## src/rtl/arrival_time_averager_pkg.sv

```systemverilog
// Shared types and constants for the arrival-time averaging path.
package arrival_time_averager_pkg;

  localparam int unsigned ArrivalW = 10;
  localparam int unsigned CountW   = 8;

  localparam logic [ArrivalW-1:0] TimeoutCodeDefault = 10'h3FF;

  typedef enum logic [2:0] {
    StIdle,
    StArm,
    StWait,
    StCheck,
    StUpdate
  } state_e;

  // Increment that sticks at all-ones.
  function automatic logic [CountW-1:0] sat_inc(input logic [CountW-1:0] v);
    return (&v) ? v : v + 1'b1;
  endfunction

endpackage

```

## src/rtl/arrival_time_averager_window.sv

```systemverilog
// Circular sample buffer with a running sum over the last 2^AvgLog2 accepted samples.
module avg_window
  import arrival_time_averager_pkg::*;
#(
  parameter int unsigned AvgLog2 = 2
) (
  input  logic                        clk_i,
  input  logic                        rst_ni,
  input  logic                        flush,
  input  logic                        wr_en,
  input  logic [ArrivalW-1:0]         din,
  output logic [ArrivalW+AvgLog2-1:0] sum,
  output logic                        full
);

  localparam int unsigned Depth = 1 << AvgLog2;
  localparam int unsigned SumW  = ArrivalW + AvgLog2;

  logic [ArrivalW-1:0] mem_q [Depth];
  logic [SumW-1:0]     sum_q, sum_d;
  logic [AvgLog2:0]    fill_q, fill_d;
  logic [AvgLog2-1:0]  ptr_q, ptr_d;
  logic [ArrivalW-1:0] evict;

  assign full = (fill_q == (AvgLog2 + 1)'(Depth));
  assign sum  = sum_q;

  // Next sum/fill/ptr: flush has priority; once full the overwritten sample leaves the sum.
  always_comb begin
    sum_d  = sum_q;
    fill_d = fill_q;
    ptr_d  = ptr_q;
    evict  = full ? mem_q[ptr_q] : '0;
    if (flush) begin
      sum_d  = '0;
      fill_d = '0;
      ptr_d  = '0;
    end else if (wr_en) begin
      sum_d  = sum_q + SumW'(din) - SumW'(evict);
      fill_d = full ? fill_q : fill_q + 1'b1;
      ptr_d  = ptr_q + 1'b1;  // Depth is a power of two, so this wraps naturally
    end
  end

  // Bookkeeping registers.
  always_ff @(posedge clk_i or negedge rst_ni) begin
    if (!rst_ni) begin
      sum_q  <= '0;
      fill_q <= '0;
      ptr_q  <= '0;
    end else begin
      sum_q  <= sum_d;
      fill_q <= fill_d;
      ptr_q  <= ptr_d;
    end
  end

  // Sample storage; contents are only read once the window is full, so no reset needed.
  always_ff @(posedge clk_i) begin
    if (wr_en && !flush) begin
      mem_q[ptr_q] <= din;
    end
  end

endmodule

```

## src/rtl/arrival_time_averager.sv

```systemverilog
// Per-burst arrival-time capture, timeout/outlier rejection and windowed averaging.
module arrival_time_averager
  import arrival_time_averager_pkg::*;
#(
  parameter int unsigned          AvgLog2      = 2,
  parameter int unsigned          RejectThresh = 40,
  parameter int unsigned          MaxRejects   = 3,
  parameter logic [ArrivalW-1:0]  TimeoutCode  = TimeoutCodeDefault
) (
  input  logic                SYS_CLK,
  input  logic                RSTn,
  input  logic                ON,
  input  logic                burstSent,
  input  logic [ArrivalW-1:0] ARRIVAL_TIME,
  input  logic                CLR_STATS,
  output logic [ArrivalW-1:0] AVG_TIME,
  output logic                AVG_VALID,
  output logic                AVG_STROBE,
  output logic [CountW-1:0]   MISS_COUNT,
  output logic [CountW-1:0]   REJECT_COUNT
);

  state_e                     state_q, state_d;
  logic                       burst_prev_q;
  logic                       burst_edge;
  logic [ArrivalW-1:0]        sample_q;
  logic                       accept_q;
  logic                       out_pend_q;
  logic [CountW-1:0]          consec_q, consec_inc;
  logic [CountW-1:0]          miss_q, rej_q;
  logic [ArrivalW-1:0]        avg_q;
  logic                       valid_q, strobe_q;
  logic signed [ArrivalW:0]   diff;
  logic [ArrivalW:0]          abs_diff;
  logic                       is_miss, is_outlier, reseed, accept, in_check;
  logic                       win_flush, win_wr, win_full;
  logic [ArrivalW+AvgLog2-1:0] win_sum;

  assign burst_edge = burstSent & ~burst_prev_q;
  assign in_check   = ON && (state_q == StCheck);

  // Sample classification during CHECK; difference is taken one bit wider so it cannot wrap.
  always_comb begin
    is_miss    = (sample_q == TimeoutCode);
    diff       = $signed({1'b0, sample_q}) - $signed({1'b0, avg_q});
    abs_diff   = diff[ArrivalW] ? (ArrivalW + 1)'(-diff) : (ArrivalW + 1)'(diff);
    is_outlier = !is_miss && valid_q && (32'(abs_diff) > RejectThresh);
    consec_inc = consec_q + 1'b1;
    reseed     = is_outlier && (32'(consec_inc) >= MaxRejects);
    accept     = !is_miss && (!is_outlier || reseed);
  end

  assign win_flush = !ON || (in_check && reseed);
  assign win_wr    = ON && (state_q == StUpdate) && accept_q;

  // Burst sequencing; dropping ON returns to IDLE from anywhere.
  always_comb begin
    state_d = state_q;
    unique case (state_q)
      StIdle:   if (ON) state_d = StArm;
      StArm:    if (burst_edge) state_d = StWait;  // first burst has no prior result
      StWait:   if (burst_edge) state_d = StCheck;
      StCheck:  state_d = StUpdate;
      StUpdate: state_d = StWait;
      default:  state_d = StIdle;
    endcase
    if (!ON) state_d = StIdle;
  end

  // State register and burst edge history.
  always_ff @(posedge SYS_CLK or negedge RSTn) begin
    if (!RSTn) begin
      state_q      <= StIdle;
      burst_prev_q <= 1'b0;
    end else begin
      state_q      <= state_d;
      burst_prev_q <= burstSent;
    end
  end

  // Capture the receiver result on the edge that starts a check.
  always_ff @(posedge SYS_CLK or negedge RSTn) begin
    if (!RSTn) begin
      sample_q <= '0;
    end else if (ON && (state_q == StWait) && burst_edge) begin
      sample_q <= ARRIVAL_TIME;
    end
  end

  // Accept decision and consecutive-reject tracking; misses leave the run length alone.
  always_ff @(posedge SYS_CLK or negedge RSTn) begin
    if (!RSTn) begin
      accept_q <= 1'b0;
      consec_q <= '0;
    end else if (!ON) begin
      accept_q <= 1'b0;
      consec_q <= '0;
    end else if (state_q == StCheck) begin
      accept_q <= accept;
      if (!is_miss) begin
        consec_q <= (is_outlier && !reseed) ? consec_inc : '0;
      end
    end
  end

  // Saturating statistics; a clear beats a simultaneous increment.
  always_ff @(posedge SYS_CLK or negedge RSTn) begin
    if (!RSTn) begin
      miss_q <= '0;
      rej_q  <= '0;
    end else if (CLR_STATS) begin
      miss_q <= '0;
      rej_q  <= '0;
    end else if (in_check) begin
      if (is_miss)    miss_q <= sat_inc(miss_q);
      if (is_outlier) rej_q  <= sat_inc(rej_q);
    end
  end

  // Registered average one cycle after the window write.
  always_ff @(posedge SYS_CLK or negedge RSTn) begin
    if (!RSTn) begin
      avg_q      <= '0;
      valid_q    <= 1'b0;
      strobe_q   <= 1'b0;
      out_pend_q <= 1'b0;
    end else if (!ON) begin
      avg_q      <= '0;
      valid_q    <= 1'b0;
      strobe_q   <= 1'b0;
      out_pend_q <= 1'b0;
    end else begin
      out_pend_q <= win_wr;
      strobe_q   <= 1'b0;
      if (in_check && reseed) begin
        valid_q <= 1'b0;
      end else if (out_pend_q && win_full) begin
        avg_q    <= ArrivalW'(win_sum >> AvgLog2);
        valid_q  <= 1'b1;
        strobe_q <= 1'b1;
      end
    end
  end

  avg_window #(
    .AvgLog2 (AvgLog2)
  ) u_window (
    .clk_i  (SYS_CLK),
    .rst_ni (RSTn),
    .flush  (win_flush),
    .wr_en  (win_wr),
    .din    (sample_q),
    .sum    (win_sum),
    .full   (win_full)
  );

  assign AVG_TIME     = avg_q;
  assign AVG_VALID    = valid_q;
  assign AVG_STROBE   = strobe_q;
  assign MISS_COUNT   = miss_q;
  assign REJECT_COUNT = rej_q;

endmodule

```

## config.mk

```make
export PLATFORM = sky130hd
export DESIGN_NAME = arrival_time_averager
export DESIGN_NICKNAME = d
export VERILOG_FILES = /design/src/rtl/arrival_time_averager_pkg.sv /design/src/rtl/arrival_time_averager_window.sv /design/src/rtl/arrival_time_averager.sv
export SDC_FILE = /design/constraint.sdc
export NUM_CORES = 1
export LEC_CHECK = 0
export BUFFER_PORTS_ARGS = -buffer_cell sky130_fd_sc_hd__buf_2
export CELL_PAD_IN_SITES_DETAIL_PLACEMENT = 0
export CELL_PAD_IN_SITES_GLOBAL_PLACEMENT = 1
export CORE_ASPECT_RATIO = 0.75
export CORE_MARGIN = 10
export CORE_UTILIZATION = 44
export CTS_CLUSTER_SIZE = 16
export DETAILED_ROUTE_END_ITERATION = 7
export GPL_TIMING_DRIVEN = 0
export PLACE_DENSITY = 0.8
export SYNTH_ARGS = -nofsm -noshare
export SYNTH_HDL_FRONTEND = slang
export SYNTH_SLANG_ARGS = --single-unit
```

## constraint.sdc

```tcl
create_clock -name SYS_CLK -period 4.4 [get_ports SYS_CLK]
set_input_delay 0.22 -clock SYS_CLK [delete_from_list [all_inputs] [get_ports SYS_CLK]]
set_output_delay 0.22 -clock SYS_CLK [all_outputs]
set_load 0.02 [all_outputs]
```

==> out/metrics.cfg <==
[synth]
yosysSeqAreaShare_pct=47.4
synth.distinct_cells=61
async_flop_share_pct=63.3
netlist_area_mm2=0.00618
yosysWarningCount=0
synth_edf_count=40
ys.flop_type=dfrtp_1
syn_avg_cell_area_um2=11.0
synth_seq_cells=109
synthCells=564
synth.net_count=623

[layout]
fillerInstances=1187
final_nets=678
mostFrequentLayoutCells=69 x dfrtp_1, 67 x inv_1, 45 x nand2_1, 42 x buf_2, 40 x edfxtp_1
final_common_cell=dfrtp_1
antennaDiodeCount=0
final_cells=799
drive_above_1_share_pct=15.7
syn2layout_area_growth_pct=12.6

[clock_tree]
clkLatencyLatePin_ns=0.35
cts_setup_buffers=0
cts_made_buffers=9
cts.clk_slew.worst_paths_ns=0.08
htree_levels=3
cts_sinks=109
cts_tree=done
clockRootBuffer=clkbuf_16
clockBufferDepth=2

[worst_hold_path]
hold_class=input port to flip-flop
hp-start=ARRIVAL_TIME[3]

[global_route]
grt_pass1_vias=4501
gr-usage-all-layers_pct=15.0
grt-ovfl-total=0
grt_max_degree=38
antenna_found_initial=0
grt_pass1_wl_mm=22.9

[floorplanning]
num_rows=37
die_x_um=157
die_y_um=123
io-pin-count=43
die_area_mm2=0.0192
initial_core_util_pct=44.9
core_area_mm2=0.0137

[setup_path]
startpoint=u_window.ptr_q[0]
crit_fanout=10
path_class=flip-flop to flip-flop
critPathRequiredTime_ns=4.67
cp.arrival_ns=4.39
rr_startpoint=u_window.ptr_q[0]
critPathCaptureType=flip-flop
start_kind=flip-flop

[timing]
period_share_pct=93.6
max_freq_mhz=243
tns_ns=0
fin_worst_skew_ns=0.00660
period_minus_slack_ns=4.12
setup_viol=0
slew_viol_final=0
hold_viol=0
rsz0062_at_grt=no
tightest_slew_ns=0.798
slew_headroom_pct=46.8

[routing]
antenna_left=0
vias=4301
drc_errors=0
first_pass_iters=4
wl_per_cell_um=17.1
drt_iter0_markers=267
wirelength_mm=13.7
vias_per_cell=5.38

[place]
gpl.final_weighted_congestion=0.816
place_inst=781
io_buffers=41
place_hpwl_mm=10.3

[flow_run]
drv_cap=0

[outcome]
status=completed

[power_and_ir_drop]
vdd_drop_max_v=0.000223
p_leak_uw=0.00300
powerDensity_mw_per_mm2=386

## synthesized netlist by cell type, drive strengths merged, types with 8 or more instances
master / n / share of area, %
xor2: 14 / 2.0
mux2: 10 / 1.8
and3: 16 / 1.7
inv: 67 / 4.1
nand2: 45 / 2.7
o21ai: 14 / 1.3
mux2i: 8 / 1.5
nand3: 16 / 1.3
ha: 33 / 6.7
mux4: 10 / 3.6
o2bb2ai: 11 / 1.6
clkbuf: 11 / 0.67
and2: 12 / 1.2
xnor2: 16 / 2.3
nor3: 9 / 0.73
o22ai: 14 / 1.5
fa: 11 / 3.6
a21oi: 23 / 1.9
edfxtp: 40 / 19
nor2: 33 / 2.1
dfrtp: 69 / 28
## sequential cells by signal, indices dropped and copies added, names as in the netlist
signal and flops:
AVG_STROBE 1, AVG_TIME 10, AVG_VALID 1, MISS_COUNT 8
REJECT_COUNT 8, accept_q 1, burst_prev_q 1, consec_q 8
out_pend_q 1, sample_q 10, state_q 3, u_window.fill_q 3
u_window.mem_q 40, u_window.ptr_q 2, u_window.sum 12
## final timing paths
kind                               endpoint  slack [ns]  depth (start not counted)
min in group asynchronous   u_window.sum[1]        0.36                          2
setup / recovery           u_window.sum[11]        0.28                         15
max in group asynchronous   REJECT_COUNT[4]        3.47                          3
hold reg to reg                 consec_q[7]        0.52                          1
setup reg to reg           u_window.sum[11]        0.28                         15
hold / removal                  sample_q[3]         0.1                          2
## where the power goes
group	leakage (µW)	switching [µW]	internal (µW)
Clock	0.000151	388	450
Sequential	0.00132	48.9	1090
Combinational	0.00153	408	307
Total	0.00300	844	1840
## per-stage QoR
step | hold slack [ns] | util, % | instance area (µm²) | power [µW] | worst slack, ns
5_1_grt | 0.0877 | 50.6 | 6950 | 2840 | 0.0140
2_1_floorplan | -0.0756 | - | 6180 | 1710 | 0.359
3_5_place_dp | 0.203 | 48.2 | 6620 | 1860 | -0.0972
4_1_cts | 0.0879 | 50.5 | 6950 | 2700 | 0.0941
3_3_place_gp | 0.341 | 48.0 | 6600 | 1850 | -0.0717
6_report | 0.0964 | 50.6 | 6950 | 2690 | 0.282
## layout make-up
cell class | count | area [µm²] | share of cell area (%)
well taps | 175 | 219 | 3.15
multi-input cells | 370 | 2910 | 41.8
clock inverters | 7 | 78.8 | 1.13
clock buffers | 9 | 225 | 3.24
plain buffers | 18 | 97.6 | 1.40
inverters | 67 | 251 | 3.62
flip-flops and latches | 109 | 2930 | 42.1
repair buffers | 44 | 248 | 3.56
## worst max-delay path, cell delays in order, from the launching register on
cell	delay, ns
dfrtp_1	0.48
buf_4	0.28
mux4_2	0.51
and3_1	0.20
fa_1	0.47
inv_1	0.04
ha_1	0.32
a21oi_1	0.25
o21bai_1	0.13
a31oi_1	0.23
o2111ai_1	0.22
a21o_1	0.23
a21oi_1	0.17
xnor2_1	0.10
or3_1	0.31
o211ai_1	0.08
## what timing repair did
| action | CTS | global route |
|---|---|---|
| pin swaps | 0 | 0 |
| endpoints found under the hold margin | 33 | 0 |
| hold buffers | 2 | 0 |
| setup endpoints to repair | 1 | 2 |
| resized for setup | 1 | 4 |
## logic make-up after synthesis
| logic type | Yosys count | synth area share [%] |
|---|---|---|
| buffers and inverters | 85 | 5.57 |
| AND/OR/NAND/NOR | 169 | 14.2 |
| XOR/XNOR | 30 | 4.25 |
| multiplexers | 28 | 6.97 |
| adder cells (fa/ha/maj) | 44 | 10.2 |
| flip-flops | 109 | 47.4 |
| AO/OA/AOI/OAI | 99 | 11.4 |
## metal layers
layer / wire [µm] / GRT usage (%)
met5: 0 / 0
met4: 150 / 3.35
met3: 649 / 3.95
met2: 6310 / 23.8
met1: 6590 / 20.4
Note: power is estimated with default switching activity, not from simulation.
